`config.mk`:
```
export PLATFORM = sky130hd
export DESIGN_NAME = inst_queue
export DESIGN_NICKNAME = d
export VERILOG_FILES = /design/src/rtl/inst_queue_pkg.sv /design/src/rtl/inst_queue_ram.sv /design/src/rtl/inst_queue.sv
export SDC_FILE = /design/constraint.sdc
export NUM_CORES = 1
export LEC_CHECK = 0
export ABC_CLOCK_PERIOD_IN_PS = 4300
export BUFFER_PORTS_ARGS = -buffer_cell sky130_fd_sc_hd__buf_2
export CELL_PAD_IN_SITES_DETAIL_PLACEMENT = 1
export CELL_PAD_IN_SITES_GLOBAL_PLACEMENT = 2
export CORE_ASPECT_RATIO = 0.7
export CORE_MARGIN = 2
export CORE_UTILIZATION = 44
export DETAILED_ROUTE_END_ITERATION = 7
export PLACE_DENSITY = 0.87
export SLEW_MARGIN = 40
export SYNTH_ARGS = -nofsm -noshare
export SYNTH_HDL_FRONTEND = slang
export SYNTH_SLANG_ARGS = --single-unit
```
`constraint.sdc`:
```
create_clock -name clk -period 4.3 [get_ports clk]
set_input_delay 0.645 -clock clk [delete_from_list [all_inputs] [get_ports clk]]
set_output_delay 0.645 -clock clk [all_outputs]
set_load 0.005 [all_outputs]
```
`src/rtl/inst_queue_pkg.sv`:
```
// Shared constants and helpers for the fetch-to-decode instruction queue.
package inst_queue_pkg;

    // Default geometry: 4 entries, 64-bit register bus pc, 32-bit instruction bus.
    localparam int INST_Q_DEPTH = 4;
    localparam int REG_BUS_W    = 64;
    localparam int INST_BUS_W   = 32;

    // Reset pc of the core, kept here so the fetch side and the queue agree.
    localparam logic [REG_BUS_W-1:0] RESET_PC = 64'h0000_0000_8000_0000;

    // Queue activity decided for the current cycle; flush overrides everything.
    typedef enum logic [2:0] {
        Q_IDLE,
        Q_PUSH,
        Q_POP,
        Q_PUSH_POP,
        Q_FLUSH
    } q_op_e;

    // An instruction fetch address is misaligned when it is not word aligned.
    function automatic logic pc_misaligned(input logic [1:0] pc_lo);
        return |pc_lo;
    endfunction

endpackage

```
`src/rtl/inst_queue_ram.sv`:
```
// Storage array for the instruction queue: one write port, one asynchronous read port.
module inst_queue_ram #(
    parameter int DEPTH  = 4,
    parameter int DATA_W = 97,
    parameter int ADDR_W = $clog2(DEPTH)
) (
    input  logic              clk,
    input  logic              we,
    input  logic [ADDR_W-1:0] waddr,
    input  logic [DATA_W-1:0] wdata,
    input  logic [ADDR_W-1:0] raddr,
    output logic [DATA_W-1:0] rdata
);

    logic [DATA_W-1:0] mem [DEPTH];

    // Write the accepted entry into its slot.
    // NOTE: no reset on the array; validity is tracked by the pointers and count, so stale data is never presented.
    always_ff @(posedge clk) begin
        if (we) begin
            mem[waddr] <= wdata;
        end
    end

    assign rdata = mem[raddr];

endmodule

```
`src/rtl/inst_queue.sv`:
```
// Instruction queue between fetch and decode: in-order FIFO of (pc, inst, misalign)
// with flush on redirect and handshakes that never see out_ready combinationally.
module inst_queue
    import inst_queue_pkg::*;
#(
    parameter int DEPTH  = INST_Q_DEPTH,
    parameter int PC_W   = REG_BUS_W,
    parameter int INST_W = INST_BUS_W
) (
    input  logic                   clk,
    input  logic                   rst,
    input  logic                   in_valid,
    output logic                   in_ready,
    input  logic [PC_W-1:0]        in_pc,
    input  logic [INST_W-1:0]      in_inst,
    input  logic                   flush,
    output logic                   out_valid,
    input  logic                   out_ready,
    output logic [PC_W-1:0]        out_pc,
    output logic [INST_W-1:0]      out_inst,
    output logic                   out_misalign,
    output logic [$clog2(DEPTH):0] count
);

    localparam int AW      = $clog2(DEPTH);
    localparam int CW      = AW + 1;
    localparam int ENTRY_W = 1 + PC_W + INST_W;

    logic [AW-1:0]      rd_ptr;
    logic [AW-1:0]      wr_ptr;
    logic [CW-1:0]      count_q;
    logic               full;
    logic               empty;
    logic               push;
    logic               pop;
    q_op_e              op;
    logic [ENTRY_W-1:0] wr_entry;
    logic [ENTRY_W-1:0] head;

    assign full  = (count_q == CW'(DEPTH));
    assign empty = (count_q == '0);

    // Handshakes depend only on registered occupancy and flush.
    assign in_ready  = !full && !flush;
    assign out_valid = !empty && !flush;

    assign push = in_valid && in_ready;
    assign pop  = out_valid && out_ready;

    // Classify this cycle's activity; flush wins over push and pop.
    // NOTE: op gets a default before any branch so no path leaves it unassigned (no latch).
    always_comb begin
        op = Q_IDLE;
        if (flush) begin
            op = Q_FLUSH;
        end else if (push && pop) begin
            op = Q_PUSH_POP;
        end else if (push) begin
            op = Q_PUSH;
        end else if (pop) begin
            op = Q_POP;
        end
    end

    // Pointer and occupancy registers; pointers wrap naturally since DEPTH is a power of two.
    // NOTE: sequential state uses non-blocking assignments so every register sees pre-edge values.
    always_ff @(posedge clk or negedge rst) begin
        if (!rst) begin
            rd_ptr  <= '0;
            wr_ptr  <= '0;
            count_q <= '0;
        end else begin
            case (op)
                Q_FLUSH: begin
                    rd_ptr  <= '0;
                    wr_ptr  <= '0;
                    count_q <= '0;
                end
                Q_PUSH: begin
                    wr_ptr  <= wr_ptr + 1'b1;
                    count_q <= count_q + 1'b1;
                end
                Q_POP: begin
                    rd_ptr  <= rd_ptr + 1'b1;
                    count_q <= count_q - 1'b1;
                end
                Q_PUSH_POP: begin
                    wr_ptr <= wr_ptr + 1'b1;
                    rd_ptr <= rd_ptr + 1'b1;
                end
                default: ;
            endcase
        end
    end

    assign wr_entry = {pc_misaligned(in_pc[1:0]), in_pc, in_inst};

    inst_queue_ram #(
        .DEPTH  (DEPTH),
        .DATA_W (ENTRY_W),
        .ADDR_W (AW)
    ) u_ram (
        .clk   (clk),
        .we    (push),
        .waddr (wr_ptr),
        .wdata (wr_entry),
        .raddr (rd_ptr),
        .rdata (head)
    );

    // Present the head entry to decode, forced to zero whenever it is not valid.
    always_comb begin
        out_pc       = '0;
        out_inst     = '0;
        out_misalign = 1'b0;
        if (out_valid) begin
            out_inst     = head[INST_W-1:0];
            out_pc       = head[INST_W +: PC_W];
            out_misalign = head[ENTRY_W-1];
        end
    end

    assign count = count_q;

endmodule

```
==> run_results.csv, run 1 <==
group,metric,value,unit
outcome,status,"complete, no violations",
detailed_routing,drt_iter0_drc,382,
logic_synthesis,synth_xor_xnor_area_share,0.115,%
layout,final_common_cell,"edfxtp_1",
placement,place_area,16900,µm²
floorplanning,core,34400,µm²
sta,max_slew_margin,52.9,%
logic_synthesis,synth_warnings,0,
global_routing,antenna_found_initial,8,
layout,fin_nets,1006,
worst_hold_path,hold_class,"in -> reg",
logic_synthesis,syn_area,15300,µm²
logic_synthesis,synthSimpleGateAreaFrac,4.91,%
detailed_routing,highest_layer,"met5",
critical_path,crit_required,3.65,ns
detailed_routing,met1_length,13.6,mm
power_and_ir_drop,p_leak,0.00618,µW
placement,port_buffers,202,
critical_path,r2r_start,"count[1]",
logic_synthesis,synth_fa_ha_area_share,0.459,%
clock_network,cts_made_buffers,39,
placement,dp_hpwl,19.4,mm
critical_path,cp-end-kind,"output port",
detailed_routing,routedWlPerCell,22.2,µm
critical_path,cp_num_buf_inv,2,
layout,stdcell_area,18100,µm²
sta,hold_viol,0,
global_routing,grt.total_usage,17.8,%
detailed_routing,dr_total_vias,7204,
clock_network,cts_buffer_depth,3,
floorplanning,die_w,227,µm
floorplanning,core.rowCount,57,
worst_hold_path,min_from,"in_pc[44]",
critical_path,worstReg2RegEnd,"u_ram.mem[1][60]",
clock_network,cts_num_sinks,395,
sta,fin_tns_setup,0,ns
floorplanning,die-area,36200,µm²
detailed_routing,wl_met2,15.5,mm
layout,drive_gt1_share,41.5,%
logic_synthesis,syn-num-nets,782,
worst_hold_path,hold_path_end,"u_ram.mem[1][76]",
critical_path,crit_chain,"buf_4 -> mux4_2 -> nor2b_1 -> buf_2",
critical_path,critical_path.top_delay_family,"flip-flops",
clock_network,root_buffer,"clkbuf_16",
logic_synthesis,synth_cell_types,34,
critical_path,crit_type,"reg -> out",
critical_path,arrival,2.71,ns
critical_path,path_max_fanout,33,
floorplanning,io_pins,203,
clock_network,clkLatencyLatePin,0.53,ns
global_routing,grt_pass1_vias,8032,
clock_network,tritoncts,"done",
detailed_routing,vias_per_cell,5.12,
logic_synthesis,synth-seq-cells,395,
clock_network,clk_pin_slew_worst_paths,0.06,ns
logic_synthesis,synth_top_family_by_area,"multiplexers",
logic_synthesis,synthCells,676,
global_routing,grt_pass1_wl,48.2,mm
logic_synthesis,async_flop_share,1.77,%
logic_synthesis,synthMuxAreaShare,14.7,%
detailed_routing,wl_met3,1.76,mm
critical_path,crit_start,"rd_ptr[0]",
sta,tightest_slew,0.706,ns
logic_synthesis,synthFlopType,"edfxtp_1",
detailed_routing,dr.pass1.iters,4,
floorplanning,die_h,160,µm
job,maxCapViolCount,0,
detailed_routing,drc,0,
sta,slew_viol_final,0,
detailed_routing,final_antenna_net_count,0,
sta,fmax,0.298,GHz
clock_network,ctsHtreeMaxLevel,2,
logic_synthesis,synth-edff-count,388,
sta,skew,0.00972,ns
power_and_ir_drop,power_density,536,nW/µm²
layout,mostFrequentLayoutCells,"388 x edfxtp_1, 202 x buf_2, 97 x mux4_2",
sta,fin_crit,3.36,ns
detailed_routing,drt_wl_total,31.3,mm
global_routing,gr-total-overflow,0,
critical_path,slowest_delay,0.88,ns
global_routing,grt_start_max_net_pins,60,
power_and_ir_drop,vdd_drop_max,0.404,mV
sta,finalCritPeriodShare,78.1,%
critical_path,worst_setup_path_start_kind,"flip-flop",
logic_synthesis,syn_area_per_cell,22.6,µm²
logic_synthesis,ys_seq_area_share,77.5,%
placement,gp_congestion,0.727,
critical_path,r2r_cells,4,
critical_path,reg2reg_slack,1.54,ns
critical_path,crit_path_top_delay_cell,"dfrtp_4",
sta,rsz0062_at_grt,"false",
sta,setup_viol,0,
floorplanning,initial_core_util,44.3,%
layout,synthToLayoutAreaGrowth,18.7,%
worst_hold_path,min_path_cells,1,
logic_synthesis,synth-compound-area-share,0.697,%
## Yosys cell counts, types with 2 or more instances
cell	n	area share, %
clkbuf_1	15	0.37
mux4_2	97	14
ha_1	4	0.33
and2_1	4	0.16
edfxtp_1	388	76
nand2b_1	3	0.12
nor2b_1	83	3.4
buf_4	8	0.39
mux2i_1	4	0.26
xor2_1	2	0.11
inv_1	6	0.15
buf_6	2	0.15
and2b_1	18	0.89
dfrtp_1	7	1.1
o311ai_0	2	0.11
nor2_1	5	0.12
buf_2	10	0.33
a21oi_1	2	0.066
## cell families after synthesis
kind of cell	count (synthesis)
DFF	395
xor gates and xnor gates	2
muxes	102
and+or+nand+nor	118
AOI/OAI and AO/OA	11
buffers and inverters	43
adders and majority gates	5
## sequential cells by signal (all words and copies together) (netlist names)
signal     cells
wr_ptr         2
u_ram.mem    388
count          3
rd_ptr         2
## layer usage
metal	vias to the layer above	track usage, %
met3	42	4.16
met4	4	3.98
met5	-	0
met2	178	29.5
met1	3772	24.0
li1	3208	-
## how the worst max path moves through the flow
stage / to / cells after the start
after CTS: out_pc[15] / 4
after detailed placement: out_pc[15] / 4
after global placement: out_pc[33] / 4
final: out_pc[33] / 4
after global routing: out_pc[15] / 4
after floorplan: u_ram.mem[0][0] / 2
## final cells by class
cell class | count | area, µm²
fillers | 3114 | 16300
flip-flops and latches | 395 | 11800
multi-input cells | 238 | 3190
repair buffers | 220 | 1240
clock buffers | 47 | 1030
well taps | 472 | 591
clock inverters | 25 | 196
inverters | 6 | 22.5
diodes | 5 | 12.5
## power breakdown
part	switching [µW]	internal, µW	total (µW)
combinational	839	989	1830
clock	1410	1840	3250
sequential	174	4460	4630
total	2420	7290	9710
## per-stage QoR
step / util (%) / hold WS, ns / power, µW / instances / setup slack (ns)
after floorplan: - / 0.349 / 5960 / 676 / 0.530
after global placement: 49.0 / 0.495 / 6550 / 1330 / 1.40
after detailed placement: 49.0 / 0.492 / 6610 / 1330 / 1.39
after CTS: 52.5 / 0.296 / 9880 / 1403 / 0.792
after global routing: 52.5 / 0.309 / 10100 / 1404 / 0.704
final: 52.6 / 0.324 / 9710 / 1408 / 0.942
## repair_timing
item                                   4_1_cts  5_1_grt
hold buffers                                 1        0
setup endpoints to repair                    0        0
endpoints found under the hold margin        7        0
buffers inserted                             0        0
resized for setup                            0        0
(Power assumes the default switching activity.)
==> run 2: changes to the inputs <==
ABC_CLOCK_PERIOD_IN_PS = 2800   (was 4300)
CORE_UTILIZATION = 40   (was 44)
PLACE_DENSITY = 0.83   (was 0.87)
clock period = 2.8 ns   (was 4.3 ns; I/O delays follow)
==> run 2 against run 1 <==
Effect of this change: routed wire length increased by 4.4%; cell area increased by 1.1%; global-route usage decreased by 0.92 points; clock-buffer cell count increased by 7; largest power group unchanged; sequential power increased by 51%; highest routed layer unchanged; critical path type unchanged; total power increased by 55%.
==> run_results.csv, run 2 (synthesized netlist as in run 1, its figures left out) <==
group,metric,value,unit
layout,fin_nets,1022,
sta,fin_crit,2.63,ns
clock_network,clk_pin_slew_worst_paths,0.06,ns
power_and_ir_drop,switching_power,3710,µW
floorplanning,core.rowCount,59,
critical_path,worst_setup_path_start_kind,"flip-flop",
sta,skew,0.0143,ns
power_and_ir_drop,p_int,11300,µW
sta,fin_tns_setup,0,ns
job,maxCapViolCount,0,
placement,dp_hpwl,20.4,mm
clock_network,cts_made_buffers,40,
critical_path,crit_path_frequent_cell,"buf_12",
global_routing,antenna_found_initial,7,
critical_path,crit_required,2.38,ns
power_and_ir_drop,combPwrFrac,20.9,%
sta,postLayoutSetupSlackWorst,0.167,ns
clock_network,clkLatencyLatePin,0.52,ns
floorplanning,die_w,237,µm
global_routing,grt_start_max_net_pins,55,
sta,tightest_slew,0.513,ns
critical_path,crit_path_top_delay_cell,"mux4_2",
placement,gp_congestion,0.716,
placement,dp_slack,0.259,ns
layout,top_register,"u_ram.mem",
critical_path,cp-end-kind,"output port",
layout,mostFrequentLayoutCells,"388 x edfxtp_1, 202 x buf_2, 97 x mux4_2",
placement,port_buffers,202,
detailed_routing,final_antenna_net_count,0,
floorplanning,io_pins,203,
layout,largest_reg_flops,388,
worst_hold_path,hold_class,"in -> reg",
sta,fmax,0.380,GHz
critical_path,path_max_fanout,16,
detailed_routing,drc,0,
clock_network,tritoncts,"done",
placement,dp_cells,1360,
critical_path,crit_chain,"buf_12 -> buf_12 -> mux4_2 -> nor2b_1 -> buf_2",
critical_path,arrival,2.21,ns
layout,final_common_cell,"edfxtp_1",
power_and_ir_drop,power.total,15000,µW
power_and_ir_drop,power_density,820,nW/µm²
floorplanning,initial_core_util,40.8,%
power_and_ir_drop,p_leak,0.00627,µW
clock_network,ctsHtreeMaxLevel,2,
critical_path,crit_type,"reg -> out",
floorplanning,die_h,167,µm
floorplanning,core,37400,µm²
detailed_routing,drt_wl_total,32.6,mm
layout,drive_gt1_share,41.5,%
sta,finalCritPeriodShare,94.0,%
layout,final_cells,1432,
detailed_routing,routedWlPerCell,22.8,µm
critical_path,slowest_delay,0.51,ns
sta,max_slew_margin,65.8,%
global_routing,gr-total-overflow,0,
floorplanning,die-area,39700,µm²
sta,rsz0062_at_grt,"false",
clock_network,cts_num_sinks,395,
sta,hold_viol,0,
layout,synthToLayoutAreaGrowth,20.1,%
global_routing,grt_pass1_wl,50.5,mm
power_and_ir_drop,switching_share,24.7,%
outcome,status,"complete, no violations",
placement,place_area,17100,µm²
sta,slew_viol_final,0,
detailed_routing,vias_per_cell,5.14,
power_and_ir_drop,clkPwrFrac,32.4,%
power_and_ir_drop,vdd_drop_max,0.564,mV
clock_network,cts_buffer_depth,3,
global_routing,grt.total_usage,16.8,%
detailed_routing,drt_iter0_drc,418,
power_and_ir_drop,pwr-share-seq,46.6,%
global_routing,grt_pass1_vias,8206,
detailed_routing,dr_total_vias,7366,
detailed_routing,dr.pass1.iters,4,
layout,stdcell_area,18300,µm²
clock_network,root_buffer,"clkbuf_16",
sta,setup_viol,0,
[run 2: layer usage]
layer,GRT usage (%),wire (µm),share of wire (%),up-vias
met4,3.55,539,1.7,4
met1,23.4,14600,45,3884
li1,-,-,-,3232
met3,3.17,1380,4.2,57
met2,28.0,16100,49,189
met5,0,27,0.083,-
[run 2: path summary, 6_finish.rpt]
kind	startpoint	to	slack, ns	cells past startpoint
max in group asynchronous	rst	rd_ptr[0]	2.31	2
max reg2reg	count[1]	count[2]	0.23	6
min reg2reg	wr_ptr[0]	wr_ptr[0]	0.56	1
min in group asynchronous	rst	wr_ptr[0]	0.29	2
min	in_inst[25]	u_ram.mem[3][25]	0.11	1
max	rd_ptr[0]	out_pc[24]	0.17	5
[run 2: stage by stage]
step | util (%) | hold slack, ns
2_1_floorplan | - | 0.124
3_3_place_gp | 45.8 | 0.271
3_5_place_dp | 45.8 | 0.277
4_1_cts | 49.0 | 0.0779
5_1_grt | 49.0 | 0.0923
6_report | 49.0 | 0.107
[run 2: cell type report]
cell class	instances	area, µm²
Antenna cell	1	2.50
Clock buffer	54	1080
Clock inverter	15	92.6
Fill cell	3420	19000
Inverter	6	22.5
Multi-Input combinational cell	238	3190
Sequential cell	395	11800
Tap cell	488	611
Timing Repair Buffer	235	1470
[run 2: what timing repair did]
| action | 4_1_cts | 5_1_grt |
|---|---|---|
| endpoints found under the hold margin | 7 | 0 |
| hold buffers | 1 | 0 |
| endpoints found under the setup margin | 0 | 16 |
| gates resized for setup | 0 | 0 |
| buffers inserted | 0 | 1 |
[run 2: critical path, delay by kind of cell, from the launching register on]
| family | cells | cell delay, ns |
|---|---|---|
| flops | 1 | 0.46 |
| simple gates | 1 | 0.17 |
| buf+inv | 3 | 0.52 |
| mux | 1 | 0.51 |
[run 2: power by group through the flow]
stage          clock network (µW)  registers, µW  logic, µW
3_5_place_dp                    0           7140       3210
2_1_floorplan                   0           7030       2100
3_3_place_gp                    0           7100       3170
6_report                     4870           7010       3140
4_1_cts                      5000           7010       3230
5_1_grt                      5230           7040       3450
